**src/rtl/if_stage_btb.sv**
```systemverilog
// if_stage_btb: fetch stage with a direct-mapped BTB, 2-bit direction counters and IF/ID registers
module if_stage_btb #(
    parameter logic [31:0] RESET_PC    = 32'h4000_0000,
    parameter int          BTB_ENTRIES = 16,
    parameter logic [3:0]  BIOS_PREFIX = 4'h4
) (
    input  logic        clk,
    input  logic        rst,
    input  logic        id_stall,
    input  logic        ex_stall,
    input  logic        ex_redirect,
    input  logic [31:0] ex_redirect_pc,
    input  logic        ex_update_en,
    input  logic [31:0] ex_update_pc,
    input  logic        ex_update_taken,
    input  logic [31:0] ex_update_target,
    output logic [31:0] if_addr,
    output logic        if_bios_en,
    output logic [31:0] id_pc,
    output logic        id_valid,
    output logic        id_pred_taken,
    output logic [31:0] id_pred_target
);
    localparam int IDX = $clog2(BTB_ENTRIES);
    localparam int TW  = 30 - IDX;
    logic [31:0]                  pc_q, next_pc;
    logic [BTB_ENTRIES-1:0]       valid;
    logic [BTB_ENTRIES-1:0][1:0]  ctr;
    logic [TW-1:0]                tag_mem [BTB_ENTRIES];
    logic [31:0]                  tgt [BTB_ENTRIES];
    logic [IDX-1:0]               idx, uidx;
    logic                         hit, pred_taken, uhit, stall;
    logic [1:0]                   ctr_u, ctr_nxt;
    logic                         unused;
    assign unused     = ^ex_update_pc[1:0];
    assign stall      = id_stall | ex_stall;
    assign if_bios_en = if_addr[31:28] == BIOS_PREFIX;
    always_comb begin
        if_addr    = ex_redirect ? ex_redirect_pc : pc_q;
        idx        = if_addr[IDX+1:2];
        hit        = valid[idx] & (tag_mem[idx] == if_addr[31:IDX+2]);
        pred_taken = hit & ctr[idx][1];
        next_pc    = pred_taken ? tgt[idx] : if_addr + 32'd4;
        uidx       = ex_update_pc[IDX+1:2];
        uhit       = valid[uidx] & (tag_mem[uidx] == ex_update_pc[31:IDX+2]);
        ctr_u      = ctr[uidx];
        // a miss only reaches the counter on a taken allocation, which starts weakly taken
        ctr_nxt    = !uhit ? 2'b10 :
                     ex_update_taken ? (ctr_u == 2'b11 ? ctr_u : ctr_u + 2'd1) :
                     (ctr_u == 2'b00 ? ctr_u : ctr_u - 2'd1);
    end
    always_ff @(posedge clk) begin
        if (rst) begin
            pc_q           <= RESET_PC;
            id_pc          <= '0;
            id_valid       <= 1'b0;
            id_pred_taken  <= 1'b0;
            id_pred_target <= '0;
            valid          <= '0;
            ctr            <= {BTB_ENTRIES{2'b01}};
        end else begin
            if (!stall) begin
                pc_q           <= next_pc;
                id_pc          <= if_addr;
                id_valid       <= 1'b1;
                id_pred_taken  <= pred_taken;
                id_pred_target <= pred_taken ? tgt[idx] : '0;
            end else if (ex_redirect) begin
                pc_q     <= ex_redirect_pc;
                id_valid <= 1'b0;
            end
            if (ex_update_en && (uhit || ex_update_taken))
                ctr[uidx] <= ctr_nxt;
            if (ex_update_en && ex_update_taken)
                valid[uidx] <= 1'b1;
        end
    end
    always_ff @(posedge clk) begin
        if (!rst && ex_update_en && ex_update_taken) begin
            tag_mem[uidx] <= ex_update_pc[31:IDX+2];
            tgt[uidx]     <= ex_update_target;
        end
    end
endmodule

```
**config.mk**
```make
export PLATFORM = sky130hd
export DESIGN_NAME = if_stage_btb
export DESIGN_NICKNAME = d
export VERILOG_FILES = /design/src/rtl/if_stage_btb.sv
export SDC_FILE = /design/constraint.sdc
export NUM_CORES = 2
export LEC_CHECK = 0
export CORE_MARGIN = 4
export CORE_UTILIZATION = 55
export DETAILED_ROUTE_END_ITERATION = 16
export GPL_ROUTABILITY_DRIVEN = 0
export PLACE_DENSITY = 0.76
export RECOVER_POWER = 100
export SETUP_SLACK_MARGIN = 0.15
export SYNTH_ARGS = -nofsm -noshare
export SYNTH_HDL_FRONTEND = slang
export SYNTH_SLANG_ARGS = --single-unit
export TNS_END_PERCENT = 30
```
**constraint.sdc**
```tcl
create_clock -name clk -period 5.05 [get_ports clk]
set_input_delay 0.505 -clock clk [delete_from_list [all_inputs] [get_ports clk]]
set_output_delay 0.505 -clock clk [all_outputs]
set_load 0.03 [all_outputs]
```
==> impl_metrics.env <==
export IMPL_synth_warnings=0
export IMPL_finClkSkew_ns=0.0273
export IMPL_synth_top_area_share_pct=59.3
export IMPL_ctsResizeCount=0
export IMPL_vias=31600
export IMPL_first_pass_iters=6
export IMPL_viasPerCell=6.59
export IMPL_fmaxAchievable_ghz=0.211
export IMPL_yosysTopAreaCell="edfxtp_1"
export IMPL_hold_viol=0
export IMPL_core_area_mm2=0.0842
export IMPL_hold_slack_ns=0.414
export IMPL_grt_pass1_wl_mm=199
export IMPL_period_needed_ns=4.74
export IMPL_track_usage_pct=29.8
export IMPL_final_cells=4792
export IMPL_grt_pass1_vias=30700
export IMPL_slowest_stage="inv_1"
export IMPL_synth_seq_cells=1074
export IMPL_synthTopCellsByArea="edfxtp_1 59%, mux4_2 8.8%, dfxtp_1 6.2%"
export IMPL_dieArea_mm2=0.0902
export IMPL_critPathTopFamily="simple AND/OR/NAND/NOR gates"
export IMPL_holdBufCountCts=0
export IMPL_syn_nets=3454
export IMPL_synth_edf_count=928
export IMPL_ant_nets=0
export IMPL_min_path_type="input pin to flip-flop"
export IMPL_maxCapViolations=17
export IMPL_io_pin_count=202
export IMPL_power_density_mw_per_mm2=366
export IMPL_wl_per_cell_um=28.4
export IMPL_setup_violations=0
export IMPL_crit_chain="clkbuf_1 > nand2_1 > and2_2 > inv_1 > and3_1 > a311oi_1 > a311oi_1 > o31ai_1 > or4b_1 > nor4b_1 > nand4_1 > clkbuf_1 > o311a_1"
export IMPL_synthDistinctLibCells=73
export IMPL_async_flop_share_pct=0
export IMPL_grt_ovfl_total=0
export IMPL_io_buffers=199
export IMPL_ys_flop_type="edfxtp_1"
export IMPL_cp_start_kind="input pin"
export IMPL_die_x_um=300
export IMPL_slew_headroom_pct=-98.6
export IMPL_grt_max_degree=181
export IMPL_synth_area_mm2=0.0470
export IMPL_total_power_uw=19800
export IMPL_maxSlewViolCount=646
export IMPL_place_area_mm2=0.0510
export IMPL_dp_cells=4593
export IMPL_path_class="input pin to flip-flop"
export IMPL_critPathBufInv=3
export IMPL_worst_ir_drop_vdd_mv=0.267
export IMPL_worstPathRequired_ns=5.58
export IMPL_antenna_found_initial=17
export IMPL_rsz0062_at_grt="no"
export IMPL_seq_area_frac_synth_pct=65.5
export IMPL_cts_setup_buffers=0
export IMPL_clk_pin_slew_ns=0.06
export IMPL_critPathArrivalTime_ns=5.27
export IMPL_violations="capacitance limit, slew limit"
export IMPL_tightest_slew_ns=2.98
export IMPL_fill_cells=5876
export IMPL_wl_mm=136
export IMPL_fin_util_pct=64.2
export IMPL_hpwl_mm=80.3
export IMPL_critical_path_max_stage_delay_ns=0.62
export IMPL_dieHeight_um=300
export IMPL_clock_latency_ns=0.67
export IMPL_clockBufferDepth=3
export IMPL_avgSynthCellArea_um2=14.0
export IMPL_syn_inst=3350
export IMPL_period_share_pct=93.8
export IMPL_end_kind="flip-flop"
export IMPL_leakage_uw=0.0184
export IMPL_rows=106
export IMPL_area_growth_pct=15.0
export IMPL_cts_htree_levels=3
export IMPL_cts_root_buf="clkbuf_16"
export IMPL_drive_gt1_share_pct=14.2
export IMPL_outcome="complete, but fails checks"
export IMPL_synthTopCellsByCount="928 x edfxtp_1, 571 x nand2_1, 195 x mux2i_1, 183 x mux4_2, 152 x nand3_1"
export IMPL_drc_errors=0
export IMPL_stdcell_area_mm2=0.0541
export IMPL_cts_sinks=1074
export IMPL_fin_nets=3668
export IMPL_cts_tree="done"
export IMPL_initialDrtViolationCount=4579
export IMPL_worstPathMaxFanout=15
export IMPL_start_util_pct=55.8
export IMPL_synth_most_common_cell="edfxtp_1"
export IMPL_cts_buffers=103
==> final cells by class <==
| class | instances | area (um^2) | area share, % |
|---|---|---|---|
| Antenna cell | 9 | 22.5 | 0.0417 |
| Timing Repair Buffer | 348 | 3270 | 6.04 |
| Inverter | 32 | 144 | 0.266 |
| Clock inverter | 36 | 425 | 0.787 |
| Tap cell | 1134 | 1420 | 2.62 |
| Sequential cell | 1074 | 30800 | 56.9 |
| Multi-Input combinational cell | 2005 | 15100 | 27.8 |
| Clock buffer | 154 | 2950 | 5.46 |
==> layout by cell type, fill, tap and decap left out, types with 76 or more instances in the layout <==
cell / instances
a21oi_1: 89
mux4_2: 183
dfxtp_1: 146
nand3_1: 155
edfxtp_1: 928
nand2_1: 571
and3_1: 76
buf_4: 83
nor2_1: 122
clkbuf_16: 106
dlygate4sd3_1: 153
mux2i_1: 194
==> through the flow <==
| stage | setup TNS [ns] | setup WS [ns] |
|---|---|---|
| 4_1_cts | 0 | 0.751 |
| 3_3_place_gp | 0 | 0.249 |
| 2_1_floorplan | -2.46 | -0.0143 |
| 5_1_grt | 0 | 0.243 |
| 6_report | 0 | 0.315 |
| 3_5_place_dp | 0 | 0.240 |
==> metal layers <==
metal,track usage [%],up-vias,routed length (um),share of wire [%]
li1,-,13400,-,-
met1,40.8,15700,49700,37
met2,45.9,2169,61900,45
met3,8.03,345,18600,14
met4,12.1,8,5910,4.3
met5,0,-,39,0.029
==> flip-flops by register name, indices dropped and copies added, names as in the netlist <==
signal	count
ctr	32
id_pc	32
id_pred_target	32
tgt	512
id_valid	1
pc_q	32
tag_mem	416
valid	16
id_pred_taken	1
==> power by group <==
group | switching (uW) | leakage, uW | total [uW] | internal, uW
clock network | 3260 | 0.00164 | 7670 | 4410
logic | 1500 | 0.00726 | 2340 | 842
registers | 44.6 | 0.00954 | 9770 | 9730
==> worst register-to-register path, stage by stage, from the launching register on <==
cell and delay, ns:
dfxtp_1 0.58, mux2i_4 0.19, inv_8 0.30, buf_4 0.31
mux4_2 0.31, a2111oi_0 0.69, nor3_1 0.11, o2111ai_1 0.51
nor2_1 0.12, nand4_1 0.11, clkbuf_1 0.71, a21oi_1 0.15
o31ai_1 0.33
==> path summary, 6_finish.rpt <==
path	from	endpoint	slack [ns]	cells past startpoint
setup / recovery	ex_redirect	pc_q[1]	0.31	13
hold / removal	rst	id_pred_target[30]	0.41	2
setup reg to reg	pc_q[3]	pc_q[9]	0.55	12
hold reg to reg	id_pred_target[18]	id_pred_target[18]	0.45	2
==> kinds of logic (layout without fill, tap and decap cells) <==
group | count (synthesis) | count (layout) | synth area share, %
and+or+nand+nor | 1081 | 1081 | 10.4
AOI/OAI and AO/OA | 467 | 467 | 6.96
xor gates and xnor gates | 43 | 43 | 0.801
muxes | 411 | 411 | 13.8
buffers and inverters | 271 | 570 | 2.58
DFF | 1074 | 1074 | 65.5
adders and majority gates | 3 | 3 | 0.0692
other | 0 | 9 | 0
No activity file was read; power rests on OpenSTA's default activity.
